<file path="config.mk">
export PLATFORM = sky130hd
export DESIGN_NAME = life_gen_engine
export DESIGN_NICKNAME = d
export VERILOG_FILES = /design/src/rtl/life_gen_engine.sv
export SDC_FILE = /design/constraint.sdc
export NUM_CORES = 1
export LEC_CHECK = 0
export ABC_CLOCK_PERIOD_IN_PS = 11600
export CELL_PAD_IN_SITES_DETAIL_PLACEMENT = 1
export CELL_PAD_IN_SITES_GLOBAL_PLACEMENT = 1
export CORE_UTILIZATION = 35
export DETAILED_ROUTE_END_ITERATION = 12
export DONT_BUFFER_PORTS = 1
export GPL_TIMING_DRIVEN = 0
export PLACE_DENSITY_LB_ADDON = 0.2
export RECOVER_POWER = 50
export SYNTH_ARGS = -nofsm -noshare
export SYNTH_HDL_FRONTEND = slang
export SYNTH_SLANG_ARGS = --single-unit
</file>
<file path="constraint.sdc">
create_clock -name clk -period 11.6 [get_ports clk]
set_clock_uncertainty 0.05 [all_clocks]
set_input_delay 2.9 -clock clk [delete_from_list [all_inputs] [get_ports clk]]
set_output_delay 2.9 -clock clk [all_outputs]
set_load 0.01 [all_outputs]
</file>
<file path="src/rtl/life_gen_engine.sv">
// life_gen_engine: double-buffered Game-of-Life engine computing one full row per cycle
module life_gen_engine #(
    parameter int MAP_WIDTH  = 8,
    parameter int MAP_HEIGHT = 8,
    parameter int ADDR_W     = 8,
    parameter int WRAP       = 1,
    parameter int POP_W      = 13
) (
    input  logic              clk,
    input  logic              rst,
    input  logic              step_req,
    input  logic              clear_req,
    input  logic [8:0]        birth_mask,
    input  logic [8:0]        survive_mask,
    input  logic              wr_en,
    input  logic [ADDR_W-1:0] wr_row,
    input  logic [ADDR_W-1:0] wr_col,
    input  logic              wr_data,
    input  logic [ADDR_W-1:0] rd_row,
    input  logic [ADDR_W-1:0] rd_col,
    output logic              rd_data,
    output logic              busy,
    output logic              done,
    output logic [15:0]       gen_count,
    output logic [POP_W-1:0]  pop_count
);
    localparam int RW = $clog2(MAP_HEIGHT);
    localparam int CW = $clog2(MAP_WIDTH);
    typedef enum logic [1:0] {IDLE, COMPUTE, COMMIT} state_t;
    state_t state;
    logic bank_sel;
    logic [MAP_WIDTH-1:0] bank0 [MAP_HEIGHT];
    logic [MAP_WIDTH-1:0] bank1 [MAP_HEIGHT];
    logic [MAP_WIDTH-1:0] vis [MAP_HEIGHT];
    logic [MAP_WIDTH-1:0] up, mid, dn, nxt;
    logic [RW-1:0] row;
    logic [8:0] birth_q, survive_q;
    logic [POP_W-1:0] acc;
    logic wr_ok, rd_ok, old_cell;
    always_comb begin
        for (int r = 0; r < MAP_HEIGHT; r++) vis[r] = bank_sel ? bank1[r] : bank0[r];
    end
    // Off-map rows read as dead unless the map is toroidal
    assign mid = vis[row];
    assign up  = row == '0 ? (WRAP != 0 ? vis[MAP_HEIGHT-1] : '0) : vis[row - RW'(1)];
    assign dn  = row == RW'(MAP_HEIGHT-1) ? (WRAP != 0 ? vis[0] : '0) : vis[row + RW'(1)];
    genvar c;
    generate
        for (c = 0; c < MAP_WIDTH; c++) begin : g_col
            localparam int L = c == 0 ? MAP_WIDTH-1 : c-1;
            localparam int R = c == MAP_WIDTH-1 ? 0 : c+1;
            localparam bit HAS_L = WRAP != 0 || c != 0;
            localparam bit HAS_R = WRAP != 0 || c != MAP_WIDTH-1;
            logic [3:0] n;
            assign n = 4'(up[c]) + 4'(dn[c])
                     + (HAS_L ? 4'(up[L]) + 4'(mid[L]) + 4'(dn[L]) : 4'd0)
                     + (HAS_R ? 4'(up[R]) + 4'(mid[R]) + 4'(dn[R]) : 4'd0);
            assign nxt[c] = mid[c] ? survive_q[n] : birth_q[n];
        end
    endgenerate
    assign rd_ok    = rd_row < ADDR_W'(MAP_HEIGHT) && rd_col < ADDR_W'(MAP_WIDTH);
    assign wr_ok    = wr_row < ADDR_W'(MAP_HEIGHT) && wr_col < ADDR_W'(MAP_WIDTH);
    assign rd_data  = rd_ok ? vis[rd_row[RW-1:0]][rd_col[CW-1:0]] : 1'b0;
    assign old_cell = vis[wr_row[RW-1:0]][wr_col[CW-1:0]];
    assign busy     = state != IDLE;
    always_ff @(posedge clk or posedge rst) begin
        if (rst) begin
            state     <= IDLE;
            bank_sel  <= 1'b0;
            row       <= '0;
            birth_q   <= '0;
            survive_q <= '0;
            acc       <= '0;
            done      <= 1'b0;
            gen_count <= '0;
            pop_count <= '0;
            for (int r = 0; r < MAP_HEIGHT; r++) begin
                bank0[r] <= '0;
                bank1[r] <= '0;
            end
        end else if (clear_req) begin
            state     <= IDLE;
            bank_sel  <= 1'b0;
            done      <= 1'b0;
            gen_count <= '0;
            pop_count <= '0;
            for (int r = 0; r < MAP_HEIGHT; r++) begin
                bank0[r] <= '0;
                bank1[r] <= '0;
            end
        end else begin
            done <= 1'b0;
            case (state)
                IDLE: begin
                    if (step_req) begin
                        birth_q   <= birth_mask;
                        survive_q <= survive_mask;
                        row       <= '0;
                        acc       <= '0;
                        state     <= COMPUTE;
                    end else if (wr_en && wr_ok) begin
                        if (bank_sel) bank1[wr_row[RW-1:0]][wr_col[CW-1:0]] <= wr_data;
                        else bank0[wr_row[RW-1:0]][wr_col[CW-1:0]] <= wr_data;
                        if (wr_data && !old_cell) pop_count <= pop_count + POP_W'(1);
                        else if (!wr_data && old_cell) pop_count <= pop_count - POP_W'(1);
                    end
                end
                COMPUTE: begin
                    if (bank_sel) bank0[row] <= nxt;
                    else bank1[row] <= nxt;
                    acc <= acc + POP_W'($countones(nxt));
                    row <= row + RW'(1);
                    if (row == RW'(MAP_HEIGHT-1)) state <= COMMIT;
                end
                COMMIT: begin
                    pop_count <= acc;
                    bank_sel  <= ~bank_sel;
                    gen_count <= gen_count + 16'd1;
                    done      <= 1'b1;
                    state     <= IDLE;
                end
                default: state <= IDLE;
            endcase
        end
    end
endmodule

</file>
==> results of run 1 <==
cells by family after synthesis:
group                      synth area share
muxes                                 0.296
xor gates and xnor gates             0.0223
and+or+nand+nor                       0.130
adders and majority gates            0.0729
buffers and inverters                0.0443
AOI/OAI and AO/OA                     0.132
DFF                                   0.302
flip-flops by register name (all words and copies together), names as in the netlist, 2 cells and up:
name and count:
acc 13, row 3, gen_count 16, pop_count 13, bank1 64, state 2, birth_q 9, bank0 64
survive_q 9
layout by cell type, fill, tap and decap left out, drive strengths merged, types with 30 or more instances in the layout:
master  synthesis  routed
fa             30      30
inv            64      70
o22ai          93      93
mux2i         126     126
nand3          32      32
nor2          101     101
nand2         222     222
o21ai          55      55
ha             46      46
mux4           81      81
buf            36      41
dfrtp         195     195
mux2          145     145
a21oi         122     122
clkbuf         73      90
layer usage:
layer,routed length (um),part of all wire
met5,0,0
met4,3510,0.053
met2,29700,0.45
met3,5360,0.081
met1,27800,0.42
report_power, final:
part,total (uW),switching [uW],leakage (uW),internal [uW]
combinational,3510,1990,0.00447,1530
sequential,891,121,0.00263,770
clock,635,330,0.000286,305
stage by stage:
step                cell area (sq um)  cells  hold WS, ps  utilization
floorplan                       16100   1650          409            -
global placement                16900   2250          424        0.372
detailed placement              17000   2255          435        0.375
CTS                             17600   2287          454        0.388
global route                    17600   2287          477        0.388
finish                          17600   2287          451        0.388
worst paths after layout:
| check | slack, ps | cells past startpoint | from | to |
|---|---|---|---|---|
| max | 1470 | 28 | row[0] | acc[9] |
| min | 450 | 1 | bank0[8] | bank0[8] |
| max reg2reg | 1470 | 28 | row[0] | acc[9] |
| min reg2reg | 450 | 1 | bank0[8] | bank0[8] |
| max in group asynchronous | 5620 | 1 | rst | bank0[14] |
| min in group asynchronous | 3700 | 1 | rst | birth_q[4] |
cell type report:
class	count	area [sq um]
Tap cell	600	751
Sequential cell	195	4880
Buffer	109	467
Clock inverter	15	165
Multi-Input combinational cell	1280	10600
Fill cell	5142	27800
Inverter	66	249
Timing Repair Buffer	5	72.6
Clock buffer	17	425
worst max-delay path, delay by kind of cell, from the launching register on:
kind,cells,cell delay (ps)
adder cells (fa/ha/maj),8,3490
AO/OA/AOI/OAI,7,1620
multiplexers,3,1320
buffers and inverters,5,1300
AND/OR/NAND/NOR,4,1010
XOR/XNOR,1,840
flip-flops,1,420
==> summary.txt, run 1 <==
Critical path
  – Req. time, crit path: around 12000 ps
  – CP Max Fanout: 11
  – CP endpoint kind: register
  – Crit Path Category: register to register
  – Worst Path Arrival: 10520 ps
  – Startpoint types: register
  – Worst path slowest cell: xor2_1
  – Max stage delay on crit path: between 800 and 900 ps
  – Most used cell, CP: fa_1

Synth
  – Synth cell count leaders: nand2_1 (221), dfrtp_1 (195), mux2_2 (139)
  – Synth cell types: 68
  – Ys Warns: 0
  – Synth async-reset ratio: 1.00
  – Syn Area/Cell: between 9 and 10 sq um
  – Yosys reg bits: about 200
  – Top cell type's share of synthesized area: 0.302
  – Cell Area, Synth: 16100 sq um
  – Predominant post-synthesis flop cell: dfrtp_1
  – Register area share after synthesis: 0.302
  – Area leader, netlist: dfrtp_1
  – Post-synthesis cell count: between 1.5k and 2k
  – Post-synth EDFFs: 0
  – Most frequent cell after synthesis: nand2_1
  – Synth Net Count: ~1.8k
  – Top cells by area, synth: dfrtp_1 (30%), mux4_2 (11%), mux2_2 (9.7%), mux2i_1 (7.4%), nand2_1 (5.1%)

GRT
  – GR peak layer: met2
  – First-pass GRT wire length: 98900 um
  – Largest net degree at the start of global routing: 104
  – Initial antenna violation count: 0
  – Vias in the first global route: between 10k and 15k
  – Met1 Use GR: 0.372
  – GRT overflow: 0
  – GR Util met3: 0.0759
  – Total track usage: 0.289
  – Met2 usage: 0.444

STA
  – Worst-Margin Slew: approximately 4900 ps
  – PnR worst setup slack: between 1000 and 1500 ps
  – Endpoints failing hold: 0
  – RSZ-0062 raised after global routing: false
  – Worst slew margin: -2.26
  – Final period util: 0.874
  – Max Slew Vio Count: approximately 100
  – Period minus WS final: slightly above 10000 ps
  – Final setup viols: 0
  – Fmax: 0.0987 GHz
  – Setup TNS: 0 ps

Clocking
  – H-tree Lvls: 4
  – Post-CTS Setup Inserts: 0
  – Post_cts resized: 0
  – Clk_lat worst skew: between 500 and 600 ps
  – Clk buf depth: 2
  – Root Buffer: clkbuf_16
  – CTS tree: yes
  – # hold bufs at CTS: 0
  – CTS buffer count: 17
  – Reg clk slew, reported paths: roughly 80 ps
  – Num Clock Sinks: just under 200

Pwr
  – Pwr Total: 5040 uW
  – Worst VDD drop: about 0.00035 V
  – PD cells: 287 nW/um^2
  – Leak: 0.00738 uW

Die
  – I/O Pins: approximately 90
  – Rows: between 70 and 80
  – Vert. Die Dim: about 220 um
  – Starting Density: 0.355
  – Core ar.: around 45000 sq um
  – Die W: roughly 220 um
  – Die area: 47000 sq um

Status
  – Status: complete, but fails checks
  – Violated checks: max-capacitance violations, max-slew violations

Detailed routing
  – Residual DRC: 0
  – Routed Antenna Nets: 0
  – Vias per cell: ~6.3
  – Vias: between 10k and 15k
  – DR pass1 iterations: 5
  – Routed WL: 66400 um
  – Initial DRC count: between 1k and 1.5k
  – Drt wl/cell: around 29 um

Placement
  – Hpwl dp: approximately 50000 um
  – # port buffers: 0
  – Place WS: 1430 ps
  – Routability congestion estimate: 1.01

Cells and area
  – Ant. Diodes: 0
  – NumNets Final: ~1.8k
  – Share of cells above drive strength 1: 0.181
  – Synth-to-Final Area Change: 9.03%

Worst hold path
  – HP Class: register to register

Flow run
  – Max cap viols: 1
Note: power is estimated with default switching activity, not from simulation.
==> run 2, diff against run 1 <==
--- a/config.mk
+++ b/config.mk
@@ -5,14 +5,14 @@
 export SDC_FILE = /design/constraint.sdc
 export NUM_CORES = 1
 export LEC_CHECK = 0
-export ABC_CLOCK_PERIOD_IN_PS = 11600
 export CELL_PAD_IN_SITES_DETAIL_PLACEMENT = 1
 export CELL_PAD_IN_SITES_GLOBAL_PLACEMENT = 1
+export CORE_MARGIN = 4
 export CORE_UTILIZATION = 35
 export DETAILED_ROUTE_END_ITERATION = 12
 export DONT_BUFFER_PORTS = 1
 export GPL_TIMING_DRIVEN = 0
-export PLACE_DENSITY_LB_ADDON = 0.2
+export PLACE_DENSITY = 0.7
 export RECOVER_POWER = 50
 export SYNTH_ARGS = -nofsm -noshare
 export SYNTH_HDL_FRONTEND = slang
==> run 2 against run 1 <==
The flow still finishes with violations (max-capacitance violations, max-slew violations). Count of clock-buffer cells in the layout did not move. Worst setup slack got worse by 390 ps. First-iteration DRC count is 45% higher. Via count is 1.3% higher. Total power down 0.26%. Global-route usage shrank 3.1 points. Critical path type unchanged.
==> summary.txt, run 2 (synthesized netlist as in run 1, its figures left out) <==
Status
  – Violated checks: max-capacitance violations, max-slew violations
  – Status: complete, but fails checks

Clocking
  – CTS buffer count: 17
  – # hold bufs at CTS: 0
  – Post-CTS Setup Inserts: 0
  – CTS tree: yes
  – Num Clock Sinks: 195
  – Clk_lat worst skew: 520 ps
  – Root Buffer: clkbuf_16
  – Clk buf depth: 2
  – Reg clk slew, reported paths: roughly 90 ps
  – Post_cts resized: 0
  – H-tree Lvls: 4

Critical path
  – Worst path slowest cell: xor2_1
  – Startpoint types: register
  – R2r startpoint: row[1]
  – Req. time, crit path: roughly 12000 ps
  – Max stage delay on crit path: between 800 and 900 ps
  – CP endpoint kind: register
  – Most used cell, CP: fa_1
  – Crit Path Category: register to register
  – Reg2reg path depth: 26
  – Reg2Reg Capture Point: acc[10]
  – Worst Path Arrival: roughly 11000 ps
  – Worst R2R Setup Slack: between 1000 and 1500 ps
  – CP Max Fanout: 10

STA
  – Worst-Margin Slew: around 3800 ps
  – Period minus WS final: ~11000 ps
  – Final period util: 0.907
  – Worst slew margin: -1.55
  – Fmax: between 0.09 and 0.1 GHz
  – Setup TNS: 0 ps
  – Max Slew Vio Count: between 70 and 80
  – Endpoints failing hold: 0
  – RSZ-0062 raised after global routing: false
  – Final setup viols: 0

Pwr
  – Clock network power share: 0.131
  – Sequential Power Share: 0.177
  – Combinational share of power: 0.692
  – Internal power: around 2600 uW
  – Leak: approximately 0.0074 uW
  – Worst VDD drop: 0.000324 V
  – Switching power: roughly 2500 uW
  – Sw Ratio: 0.488
  – PD cells: between 200 and 300 nW/um^2

Die
  – Rows: 78
  – Die area: 49600 sq um
  – Die W: 223 um
  – Core ar.: 45500 sq um
  – Vert. Die Dim: 223 um
  – I/O Pins: a little under 90
  – Starting Density: 0.355

GRT
  – GRT overflow: 0
  – Total track usage: 0.259
  – Initial antenna violation count: 0
  – Largest net degree at the start of global routing: roughly 120
  – Vias in the first global route: 15.0k
  – First-pass GRT wire length: just under 100000 um

Detailed routing
  – Residual DRC: 0
  – Initial DRC count: between 1.5k and 2k
  – Routed WL: ~65000 um
  – Vias: 14.5k
  – Vias per cell: about 6.3
  – DR pass1 iterations: 7
  – Routed Antenna Nets: 0
  – Drt wl/cell: roughly 29 um

Cells and area
  – Largest registers: bank0: 64 flops, bank1: 64 flops, gen_count: 16 flops
  – Most frequent cells in the layout: nand2_1 (221), dfrtp_1 (195), mux2_2 (139)
  – Share of cells above drive strength 1: 0.180
  – Commonest non-fill, non-tap cell in the layout: nand2_1
  – NumNets Final: between 1.5k and 2k
  – Synth-to-Final Area Change: 9.05%
  – Fin cells: roughly 2.3k

Placement
  – # port buffers: 0
  – Hpwl dp: between 40000 and 50000 um
  – DP Cell Count: 2253
  – Routability congestion estimate: 0.964

Flow run
  – Max cap viols: 1

Worst hold path
  – WHS Endpoint: bank0[40]
  – Worst hold stages: 1
  – Hold wc startpoint: bank0[40]
  – HP Class: register to register
## run 2: changes by cell type in the layout (fill, tap and decap cells not counted), moves of 2 or more
cell,delta
buf_6,-2
clkinv_2,-2
clkinvlp_4,-2
inv_12,+2
inv_6,-2
inv_8,+2
## run 2: per-layer routing
metal	vias up	track usage	routed length (um)
met2	751	0.404	29400
met3	188	0.0769	6200
met4	0	0.112	2960
met1	7439	0.334	26800
met5	-	0	0
li1	6098	-	-
## run 2: cell type report
class | count | area [sq um]
Fill cell | 5202 | 27900
Multi-Input combinational cell | 1280 | 10600
Sequential cell | 195 | 4880
Tap cell | 600 | 751
Buffer | 109 | 467
Clock buffer | 17 | 425
Inverter | 66 | 249
Clock inverter | 15 | 193
Timing Repair Buffer | 4 | 55.1
Antenna cell | 1 | 2.50
## run 2: how the worst max path moves through the flow
stage	startpoint	slack, ps	endpoint	depth (start not counted)
finish	row[1]	1080	acc[10]	26
floorplan	row[0]	2720	acc[9]	27
global route	row[1]	400	acc[11]	27
detailed placement	row[1]	980	acc[11]	28
global placement	rst	810	bank0[29]	1
CTS	row[1]	850	acc[11]	29
## run 2: power groups by stage
stage / registers (uW) / clock network, uW / logic, uW
floorplan: 849 / 0 / 2580
global placement: 895 / 0 / 3290
detailed placement: 900 / 0 / 3410
CTS: 887 / 673 / 3450
global route: 899 / 697 / 3810
finish: 889 / 658 / 3480
## run 2: through the flow
| step | area [sq um] | worst slack, ps | power, uW | util | hold WS [ps] |
|---|---|---|---|---|---|
| floorplan | 16100 | 2720 | 3430 | - | 409 |
| finish | 17600 | 1080 | 5030 | 0.387 | 450 |
| global placement | 16900 | 814 | 4190 | 0.371 | 424 |
| detailed placement | 17000 | 983 | 4310 | 0.373 | 434 |
| global route | 17600 | 403 | 5400 | 0.387 | 461 |
| CTS | 17600 | 846 | 5010 | 0.387 | 450 |
## run 2: critical path, delay by kind of cell (launching register included)
| family | cells | cell delay, ps |
|---|---|---|
| adder cells (fa/ha/maj) | 10 | 4440 |
| XOR/XNOR | 2 | 1040 |
| flip-flops | 1 | 510 |
| AO/OA/AOI/OAI | 5 | 970 |
| multiplexers | 3 | 1740 |
| AND/OR/NAND/NOR | 3 | 710 |
| buffers and inverters | 3 | 940 |
